<file path="config.mk">
export PLATFORM = sky130hd
export DESIGN_NAME = line_draw_engine_flat
export DESIGN_NICKNAME = d
export VERILOG_FILES = /design/src/rtl/line_draw_pkg.sv /design/src/rtl/line_draw_engine_if.sv /design/src/rtl/line_draw_regs.sv /design/src/rtl/line_draw_engine.sv /design/src/flat_wrapper.sv
export SDC_FILE = /design/constraint.sdc
export NUM_CORES = 1
export LEC_CHECK = 0
export CAP_MARGIN = 20
export CORE_AREA = 2 2 165 167
export CTS_BUF_LIST = sky130_fd_sc_hd__clkbuf_4 sky130_fd_sc_hd__clkbuf_8 sky130_fd_sc_hd__clkbuf_16
export DETAILED_ROUTE_END_ITERATION = 8
export DIE_AREA = 0 0 167 169
export DONT_BUFFER_PORTS = 1
export SYNTH_ARGS = -nofsm -noshare
export SYNTH_HDL_FRONTEND = slang
export SYNTH_SLANG_ARGS = --single-unit
</file>
<file path="constraint.sdc">
create_clock -name clock -period 6.7 [get_ports clock]
set_input_delay 0.67 -clock clock [delete_from_list [all_inputs] [get_ports clock]]
set_output_delay 0.67 -clock clock [all_outputs]
set_load 0.01 [all_outputs]
</file>
<file path="src/rtl/line_draw_pkg.sv">
// Shared constants and types for the memory-mapped Bresenham line engine.
package line_draw_pkg;

  localparam logic [11:0] DEF_BASE_ADDR = 12'hF00;
  localparam int          DEF_X_W       = 10;
  localparam int          DEF_Y_W       = 9;
  localparam int          DEF_COLOR_W   = 8;

  localparam int unsigned N_REGS = 6;
  localparam logic [2:0]  OFF_X0    = 3'd0;
  localparam logic [2:0]  OFF_Y0    = 3'd1;
  localparam logic [2:0]  OFF_X1    = 3'd2;
  localparam logic [2:0]  OFF_Y1    = 3'd3;
  localparam logic [2:0]  OFF_COLOR = 3'd4;
  localparam logic [2:0]  OFF_GO    = 3'd5;

  typedef enum logic [1:0] {IDLE, SETUP, DRAW} state_t;

  function automatic int max_w(input int a, input int b);
    return (a > b) ? a : b;
  endfunction

endpackage

</file>
<file path="src/rtl/line_draw_engine_if.sv">
// Processor store snoop port plus framebuffer pixel handshake.
interface line_draw_engine_if #(
  parameter int X_W     = line_draw_pkg::DEF_X_W,
  parameter int Y_W     = line_draw_pkg::DEF_Y_W,
  parameter int COLOR_W = line_draw_pkg::DEF_COLOR_W
);
  logic [11:0]        dmem_address;
  logic [31:0]        dmem_data_in;
  logic               ctrl_DMWE;
  logic               busy;
  logic               dropped;
  logic [X_W-1:0]     pix_x;
  logic [Y_W-1:0]     pix_y;
  logic [COLOR_W-1:0] pix_color;
  logic               pix_we;
  logic               pix_ready;

  modport master (
    output dmem_address, dmem_data_in, ctrl_DMWE, pix_ready,
    input  busy, dropped, pix_x, pix_y, pix_color, pix_we
  );

  modport slave (
    input  dmem_address, dmem_data_in, ctrl_DMWE, pix_ready,
    output busy, dropped, pix_x, pix_y, pix_color, pix_we
  );
endinterface

</file>
<file path="src/rtl/line_draw_regs.sv">
// Register window decode: shadow endpoint/color registers, GO strobe and dropped pulse.
module line_draw_regs
  import line_draw_pkg::*;
#(
  parameter logic [11:0] BASE_ADDR = DEF_BASE_ADDR,
  parameter int          X_W       = DEF_X_W,
  parameter int          Y_W       = DEF_Y_W,
  parameter int          COLOR_W   = DEF_COLOR_W
) (
  input  logic               clock,
  input  logic               reset,
  input  logic [11:0]        i_addr,
  input  logic [31:0]        i_data,
  input  logic               i_we,
  input  logic               i_idle,
  output logic [X_W-1:0]     o_x0,
  output logic [Y_W-1:0]     o_y0,
  output logic [X_W-1:0]     o_x1,
  output logic [Y_W-1:0]     o_y1,
  output logic [COLOR_W-1:0] o_color,
  output logic               o_go,
  output logic               o_dropped
);

  localparam int D_W = max_w(X_W, max_w(Y_W, COLOR_W));

  logic [11:0] w_off;
  logic        w_hit;
  logic        w_unused_data;

  // Unsigned wrap makes addresses below the base land far outside the window.
  assign w_off         = i_addr - BASE_ADDR;
  assign w_hit         = i_we && (w_off < 12'(N_REGS));
  assign o_go          = w_hit && (w_off[2:0] == OFF_GO);
  assign w_unused_data = ^i_data[31:D_W];

  // NOTE: sequential state uses non-blocking assignments so every register samples pre-edge values.
  always_ff @(posedge clock or posedge reset) begin
    if (reset) begin
      o_x0      <= '0;
      o_y0      <= '0;
      o_x1      <= '0;
      o_y1      <= '0;
      o_color   <= '0;
      o_dropped <= 1'b0;
    end else begin
      o_dropped <= o_go && !i_idle;
      if (w_hit) begin
        case (w_off[2:0])
          OFF_X0:    o_x0    <= i_data[X_W-1:0];
          OFF_Y0:    o_y0    <= i_data[Y_W-1:0];
          OFF_X1:    o_x1    <= i_data[X_W-1:0];
          OFF_Y1:    o_y1    <= i_data[Y_W-1:0];
          OFF_COLOR: o_color <= i_data[COLOR_W-1:0];
          default:   ;
        endcase
      end
    end
  end

endmodule

</file>
<file path="src/rtl/line_draw_engine.sv">
// Turtle line rasterizer: FSM plus Bresenham stepper emitting one pixel per accepted handshake.
module line_draw_engine
  import line_draw_pkg::*;
#(
  parameter logic [11:0] BASE_ADDR = DEF_BASE_ADDR,
  parameter int          X_W       = DEF_X_W,
  parameter int          Y_W       = DEF_Y_W,
  parameter int          COLOR_W   = DEF_COLOR_W
) (
  input logic              clock,
  input logic              reset,
  line_draw_engine_if.slave bus
);

  localparam int E_W = max_w(X_W, Y_W) + 2;

  state_t r_state, w_next_state;

  logic [X_W-1:0]     w_sh_x0, w_sh_x1;
  logic [Y_W-1:0]     w_sh_y0, w_sh_y1;
  logic [COLOR_W-1:0] w_sh_color;
  logic               w_go;
  logic               w_dropped;

  logic [X_W-1:0]     r_x, r_x1;
  logic [Y_W-1:0]     r_y, r_y1;
  logic [COLOR_W-1:0] r_color;
  logic               r_sx_neg, r_sy_neg;
  logic signed [E_W-1:0] r_dx, r_dy, r_err;

  logic [X_W-1:0]        w_adx;
  logic [Y_W-1:0]        w_ady;
  logic signed [E_W-1:0] w_e2, w_err_next;
  logic                  w_step_x, w_step_y, w_at_end;

  line_draw_regs #(
    .BASE_ADDR (BASE_ADDR),
    .X_W       (X_W),
    .Y_W       (Y_W),
    .COLOR_W   (COLOR_W)
  ) u_regs (
    .clock     (clock),
    .reset     (reset),
    .i_addr    (bus.dmem_address),
    .i_data    (bus.dmem_data_in),
    .i_we      (bus.ctrl_DMWE),
    .i_idle    (r_state == IDLE),
    .o_x0      (w_sh_x0),
    .o_y0      (w_sh_y0),
    .o_x1      (w_sh_x1),
    .o_y1      (w_sh_y1),
    .o_color   (w_sh_color),
    .o_go      (w_go),
    .o_dropped (w_dropped)
  );

  assign w_adx      = (r_x1 >= r_x) ? (r_x1 - r_x) : (r_x - r_x1);
  assign w_ady      = (r_y1 >= r_y) ? (r_y1 - r_y) : (r_y - r_y1);
  assign w_e2       = r_err <<< 1;
  assign w_step_x   = (w_e2 >= r_dy);
  assign w_step_y   = (w_e2 <= r_dx);
  assign w_err_next = r_err + (w_step_x ? r_dy : '0) + (w_step_y ? r_dx : '0);
  assign w_at_end   = (r_x == r_x1) && (r_y == r_y1);

  always_ff @(posedge clock or posedge reset) begin
    if (reset) r_state <= IDLE;
    else       r_state <= w_next_state;
  end

  // NOTE: next_state gets its default before the case so no path leaves it unassigned (no latch).
  always_comb begin
    w_next_state = r_state;
    unique case (r_state)
      IDLE:    if (w_go) w_next_state = SETUP;
      SETUP:   w_next_state = DRAW;
      DRAW:    if (bus.pix_ready && w_at_end) w_next_state = IDLE;
      default: w_next_state = IDLE;
    endcase
  end

  always_ff @(posedge clock or posedge reset) begin
    if (reset) begin
      r_x      <= '0;
      r_y      <= '0;
      r_x1     <= '0;
      r_y1     <= '0;
      r_color  <= '0;
      r_sx_neg <= 1'b0;
      r_sy_neg <= 1'b0;
      r_dx     <= '0;
      r_dy     <= '0;
      r_err    <= '0;
    end else begin
      unique case (r_state)
        IDLE: if (w_go) begin
          r_x     <= w_sh_x0;
          r_y     <= w_sh_y0;
          r_x1    <= w_sh_x1;
          r_y1    <= w_sh_y1;
          r_color <= w_sh_color;
        end
        SETUP: begin
          r_dx     <= E_W'(w_adx);
          r_dy     <= -$signed(E_W'(w_ady));
          r_err    <= $signed(E_W'(w_adx)) - $signed(E_W'(w_ady));
          r_sx_neg <= (r_x1 < r_x);
          r_sy_neg <= (r_y1 < r_y);
        end
        // Stalled handshakes leave every working register, hence every pixel output, untouched.
        DRAW: if (bus.pix_ready && !w_at_end) begin
          r_err <= w_err_next;
          if (w_step_x) r_x <= r_sx_neg ? (r_x - X_W'(1)) : (r_x + X_W'(1));
          if (w_step_y) r_y <= r_sy_neg ? (r_y - Y_W'(1)) : (r_y + Y_W'(1));
        end
        default: ;
      endcase
    end
  end

  assign bus.busy      = (r_state != IDLE);
  assign bus.pix_we    = (r_state == DRAW);
  assign bus.pix_x     = r_x;
  assign bus.pix_y     = r_y;
  assign bus.pix_color = r_color;
  assign bus.dropped   = w_dropped;

endmodule

</file>
<file path="src/flat_wrapper.sv">
// flat-port wrapper written by rule: the top's interface ports become plain ports
module line_draw_engine_flat import line_draw_pkg::*;
#(
  parameter logic [11:0] BASE_ADDR = DEF_BASE_ADDR,
  parameter int          X_W       = DEF_X_W,
  parameter int          Y_W       = DEF_Y_W,
  parameter int          COLOR_W   = DEF_COLOR_W
)
  (clock, reset, bus_dmem_address, bus_dmem_data_in, bus_ctrl_DMWE, bus_pix_ready, bus_busy, bus_dropped, bus_pix_x, bus_pix_y, bus_pix_color, bus_pix_we);
  line_draw_engine_if #(.X_W(X_W), .Y_W(Y_W), .COLOR_W(COLOR_W)) bus_i ();
  input logic clock;
  input logic reset;
  input wire logic [$bits(bus_i.dmem_address)-1:0] bus_dmem_address;
  input wire logic [$bits(bus_i.dmem_data_in)-1:0] bus_dmem_data_in;
  input wire logic [$bits(bus_i.ctrl_DMWE)-1:0] bus_ctrl_DMWE;
  input wire logic [$bits(bus_i.pix_ready)-1:0] bus_pix_ready;
  output wire logic [$bits(bus_i.busy)-1:0] bus_busy;
  output wire logic [$bits(bus_i.dropped)-1:0] bus_dropped;
  output wire logic [$bits(bus_i.pix_x)-1:0] bus_pix_x;
  output wire logic [$bits(bus_i.pix_y)-1:0] bus_pix_y;
  output wire logic [$bits(bus_i.pix_color)-1:0] bus_pix_color;
  output wire logic [$bits(bus_i.pix_we)-1:0] bus_pix_we;
  assign bus_i.dmem_address = bus_dmem_address;
  assign bus_i.dmem_data_in = bus_dmem_data_in;
  assign bus_i.ctrl_DMWE = bus_ctrl_DMWE;
  assign bus_i.pix_ready = bus_pix_ready;
  assign bus_busy = bus_i.busy;
  assign bus_dropped = bus_i.dropped;
  assign bus_pix_x = bus_i.pix_x;
  assign bus_pix_y = bus_i.pix_y;
  assign bus_pix_color = bus_i.pix_color;
  assign bus_pix_we = bus_i.pix_we;
  line_draw_engine #(.BASE_ADDR(BASE_ADDR), .X_W(X_W), .Y_W(Y_W), .COLOR_W(COLOR_W)) u_core (.clock(clock), .reset(reset), .bus(bus_i));
endmodule
</file>
==> run_summary.xml <==
<?xml version="1.0" encoding="UTF-8"?>
<metrics>
  <group name="clocking">
    <metric name="tritoncts" unit="">done</metric>
    <metric name="post_cts_resize_count" unit="">0</metric>
    <metric name="numClockSinks" unit="">130</metric>
    <metric name="holdBufCountCts" unit="">0</metric>
    <metric name="cts-root-to-sink-buffers" unit="">2</metric>
    <metric name="cts_post_setup_buffers_inserted" unit="">0</metric>
    <metric name="cts_htree_levels" unit="">4</metric>
    <metric name="clk_pin_slew" unit="ns">0.06</metric>
    <metric name="cts_root_buf" unit="">sky130_fd_sc_hd__clkbuf_16</metric>
    <metric name="clock_latency" unit="ns">0.42</metric>
    <metric name="cts_buffers" unit="">17</metric>
  </group>
  <group name="job">
    <metric name="drv_cap" unit="">0</metric>
  </group>
  <group name="layout">
    <metric name="final_cells" unit="">1315</metric>
    <metric name="fin_nets" unit="">1117</metric>
    <metric name="insertedDiodeCount" unit="">0</metric>
    <metric name="fillerInstances" unit="">2661</metric>
    <metric name="multi_input_area" unit="sq um">5290</metric>
    <metric name="flow.area_growth_from_synthesis" unit="%">9.68</metric>
    <metric name="ff_latch_area" unit="sq um">3250</metric>
    <metric name="final_core_util" unit="%">37.9</metric>
    <metric name="final_layout_size_suffix_gt1_share" unit="%">13.2</metric>
  </group>
  <group name="detailed_routing">
    <metric name="routed_wl" unit="mm">21.8</metric>
    <metric name="drt_iter0_markers" unit="">393</metric>
    <metric name="post-route-drc-count" unit="">0</metric>
    <metric name="mean_routed_wirelength_per_cell" unit="um">16.5</metric>
    <metric name="avgViaCountPerCell" unit="">5.10</metric>
    <metric name="detailroute.via_count" unit="">6708</metric>
    <metric name="drt_first_pass_iters" unit="">5</metric>
    <metric name="drtAntennaViolNets" unit="">0</metric>
  </group>
  <group name="pwr">
    <metric name="power_report.internal_total" unit="mW">1.69</metric>
    <metric name="power.switching" unit="uW">860</metric>
    <metric name="peakVddDrop" unit="V">0.000214</metric>
    <metric name="netSwitchingFraction" unit="%">33.7</metric>
    <metric name="p_per_area" unit="nW/um^2">254</metric>
    <metric name="report.power.total" unit="mW">2.55</metric>
    <metric name="power_leakage" unit="nW">4.78</metric>
    <metric name="combPwrFrac" unit="%">28.5</metric>
    <metric name="clkPwrFrac" unit="%">36.7</metric>
    <metric name="share_of_total_power_in_sequential_cells" unit="%">34.8</metric>
  </group>
  <group name="logic_synthesis">
    <metric name="synth.top_cells.by_area" unit="">sky130_fd_sc_hd__dfrtp_1, sky130_fd_sc_hd__ha_1, sky130_fd_sc_hd__mux2_2</metric>
    <metric name="number_of_storage_elements_in_the_synthesis_netlist" unit="">130</metric>
    <metric name="synthesis.area" unit="sq um">9160</metric>
    <metric name="synth_top_area_share" unit="%">35.5</metric>
    <metric name="syn_nets" unit="">1125</metric>
    <metric name="synth_largest_area_cell" unit="">sky130_fd_sc_hd__dfrtp_1</metric>
    <metric name="post_synth.cell_area_avg" unit="sq um">9.46</metric>
    <metric name="number_of_synthesized_flops_with_an_enable_pin" unit="">0</metric>
    <metric name="ys_dominant_reg_cell" unit="">sky130_fd_sc_hd__dfrtp_1</metric>
    <metric name="ys.warnings.count" unit="">0</metric>
    <metric name="syn_inst" unit="">969</metric>
    <metric name="postSynth.asyncResetShare" unit="%">100</metric>
    <metric name="synthMostInstantiatedCell" unit="">sky130_fd_sc_hd__dfrtp_1</metric>
    <metric name="netlist-cell-type-count" unit="">80</metric>
    <metric name="synth_top_cells_by_count" unit="">sky130_fd_sc_hd__dfrtp_1, sky130_fd_sc_hd__nand2_1, sky130_fd_sc_hd__inv_1</metric>
    <metric name="synth_seq_area_share" unit="%">35.5</metric>
  </group>
  <group name="floorplan">
    <metric name="initial_core_util" unit="%">34.6</metric>
    <metric name="io-pin-count" unit="">78</metric>
    <metric name="coreArea" unit="sq um">26500</metric>
    <metric name="core.rowCount" unit="">60</metric>
    <metric name="design.die.area" unit="sq um">28200</metric>
    <metric name="floorplan.die.width" unit="um">167</metric>
    <metric name="fp.dieH" unit="um">169</metric>
  </group>
  <group name="sta">
    <metric name="timing.final.hold_violations" unit="">0</metric>
    <metric name="fin_skew" unit="ns">0.0113</metric>
    <metric name="final_period_minus_worst_setup_slack" unit="ns">5.44</metric>
    <metric name="grt_setup_unrepaired" unit="">false</metric>
    <metric name="final.period_utilization" unit="%">81.2</metric>
    <metric name="max_slew_margin" unit="%">45.0</metric>
    <metric name="timing.final.max_slew_violations" unit="">0</metric>
    <metric name="setup-tns-final" unit="ns">0</metric>
    <metric name="tightest_slew" unit="ns">0.819</metric>
    <metric name="hold-worst-slack" unit="ns">0.226</metric>
    <metric name="max_freq" unit="MHz">184</metric>
    <metric name="setup_viol" unit="">0</metric>
  </group>
  <group name="setup_path">
    <metric name="critical-path-top-delay-family" unit="">compound AO/OA/AOI/OAI gates</metric>
    <metric name="regToRegEndpoint" unit="">u_core.r_err[10]</metric>
    <metric name="worstPathMaxFanout" unit="">8</metric>
    <metric name="crit_path_capture_type" unit="">flip-flop</metric>
    <metric name="crit_top_cell" unit="">sky130_fd_sc_hd__a21oi_1</metric>
    <metric name="worstPathRequired" unit="ns">7.00</metric>
    <metric name="critical_path.reg2reg.startpoint" unit="">u_core.r_err[0]</metric>
    <metric name="startpoint_type" unit="">flip-flop</metric>
    <metric name="path_buf_inv" unit="">1</metric>
    <metric name="cp_slowest_cell" unit="">sky130_fd_sc_hd__fa_1</metric>
    <metric name="worst_path_largest_cell_delay" unit="ns">0.60</metric>
    <metric name="timing.reg2reg.setup_slack" unit="ns">1.26</metric>
    <metric name="crit_arrival" unit="ns">5.74</metric>
    <metric name="worstSetupPathType" unit="">reg -&gt; reg</metric>
    <metric name="worst-r2r-cell-count" unit="">22</metric>
    <metric name="timing.critical_path.cells" unit="">ha_1, nor2b_1, o21a_1, o21a_1, o21a_1, o21ai_0, a21oi_1, o21ai_1, nand2_1, fa_1, inv_1, ha_1, a21o_1, a21oi_1, nand2b_1, a21oi_1, nor4_1, nor3_1, a21o_1, a21oi_1, xnor3_1, a221o_1</metric>
  </group>
  <group name="global_route">
    <metric name="grt_overflow_total" unit="">0</metric>
    <metric name="grt_pass1_vias" unit="">6697</metric>
    <metric name="antenna_found_initial" unit="">1</metric>
    <metric name="first_pass_grt_wire_length" unit="mm">36.1</metric>
    <metric name="total_track_usage" unit="%">16.1</metric>
    <metric name="grt_max_degree" unit="">75</metric>
  </group>
  <group name="status">
    <metric name="run_status" unit="">finished, final reports clean</metric>
  </group>
  <group name="place">
    <metric name="io_buffer_count" unit="">0</metric>
    <metric name="half_perimeter_wire_length_after_detailed_placement" unit="mm">16.6</metric>
    <metric name="numPlacedInstances" unit="">1283</metric>
    <metric name="gp_congestion" unit="">0.849</metric>
  </group>
  <group name="worst_hold_path">
    <metric name="hold_path_class" unit="">in -&gt; async</metric>
  </group>
</metrics>
==> placed cells by master, fill, tap and decap left out, types with 5 or more instances in the layout <==
cell and instances:
sky130_fd_sc_hd__dfrtp_1 130, sky130_fd_sc_hd__nand2_1 120, sky130_fd_sc_hd__inv_1 110, sky130_fd_sc_hd__ha_1 90, sky130_fd_sc_hd__o21ai_0 68, sky130_fd_sc_hd__a21oi_1 61
sky130_fd_sc_hd__mux2_2 57, sky130_fd_sc_hd__nor2_1 37, sky130_fd_sc_hd__xnor2_1 29, sky130_fd_sc_hd__fa_1 18, sky130_fd_sc_hd__a21o_1 17, sky130_fd_sc_hd__clkbuf_16 17
sky130_fd_sc_hd__nor2b_1 15, sky130_fd_sc_hd__nor3_1 15, sky130_fd_sc_hd__xor2_1 13, sky130_fd_sc_hd__a211oi_1 11, sky130_fd_sc_hd__o21a_1 9, sky130_fd_sc_hd__buf_4 9
sky130_fd_sc_hd__mux2i_1 8, sky130_fd_sc_hd__nand4_1 7, sky130_fd_sc_hd__a31oi_1 7, sky130_fd_sc_hd__o21bai_1 7, sky130_fd_sc_hd__nand3_1 7, sky130_fd_sc_hd__and2_1 6
sky130_fd_sc_hd__nand2b_1 6, sky130_fd_sc_hd__inv_6 5
==> worst max path at each step <==
stage / startpoint / end / slack, ns / cells after the start
floorplan: u_core.r_err[0] / u_core.r_err[10] / 1.55 / 23
global placement: u_core.r_err[0] / u_core.r_err[10] / 1.34 / 22
detailed placement: u_core.r_err[0] / u_core.r_err[10] / 1.30 / 22
CTS: u_core.r_err[0] / u_core.r_err[10] / 1.25 / 22
global route: u_core.r_err[0] / u_core.r_err[10] / 0.84 / 22
finish: u_core.r_err[0] / u_core.r_err[10] / 1.26 / 22
==> cells by family (layout without fill, tap and decap cells) <==
| logic type | count (synthesis) | in the layout | synth area share (%) |
|---|---|---|---|
| AND/OR/NAND/NOR | 252 | 252 | 13.3 |
| AO/OA/AOI/OAI | 223 | 223 | 15.8 |
| buffers and inverters | 147 | 152 | 6.76 |
| flip-flops | 130 | 130 | 35.5 |
| adder cells (fa/ha/maj) | 108 | 108 | 16.2 |
| multiplexers | 66 | 66 | 8.13 |
| XOR/XNOR | 43 | 43 | 4.26 |
==> power by group through the flow <==
stage | Combinational, mW | Clock (mW) | Sequential, mW
after global placement | 0.707 | 0 | 0.902
final | 0.725 | 0.937 | 0.887
after global routing | 0.832 | 0.987 | 0.894
after floorplan | 0.590 | 0 | 0.875
after CTS | 0.727 | 0.954 | 0.889
after detailed placement | 0.720 | 0 | 0.903
==> sequential cells by signal, indices dropped and copies added (netlist names), 10 cells and up <==
register	flops
u_core.r_x1	10
u_core.u_regs.o_x1	10
u_core.r_err	11
u_core.r_dx	10
u_core.bus.pix_x	10
u_core.r_dy	12
u_core.u_regs.o_x0	10
==> area by class of cell <==
cell class | count | share of cell area, %
flip-flops and latches | 130 | 32.4
clock buffers | 18 | 4.31
well taps | 341 | 4.25
multi-input cells | 692 | 52.7
clock inverters | 14 | 1.54
repair buffers | 9 | 0.672
inverters | 111 | 4.20
==> metrics by stage <==
stage	setup slack (ns)	area [sq um]
floorplan	1.55	9160
detailed placement	1.30	9460
finish	1.26	10000
CTS	1.25	10000
global placement	1.34	9460
global route	0.838	10000
==> per-layer routing <==
layer | vias up | track usage [%] | wire length (um)
li1 | 3302 | - | -
met1 | 3274 | 21.1 | 10200
met4 | 0 | 4.20 | 255
met2 | 113 | 27.1 | 10400
met3 | 19 | 3.25 | 881
met5 | - | 0 | 0
No activity file was read; power rests on OpenSTA's default activity.
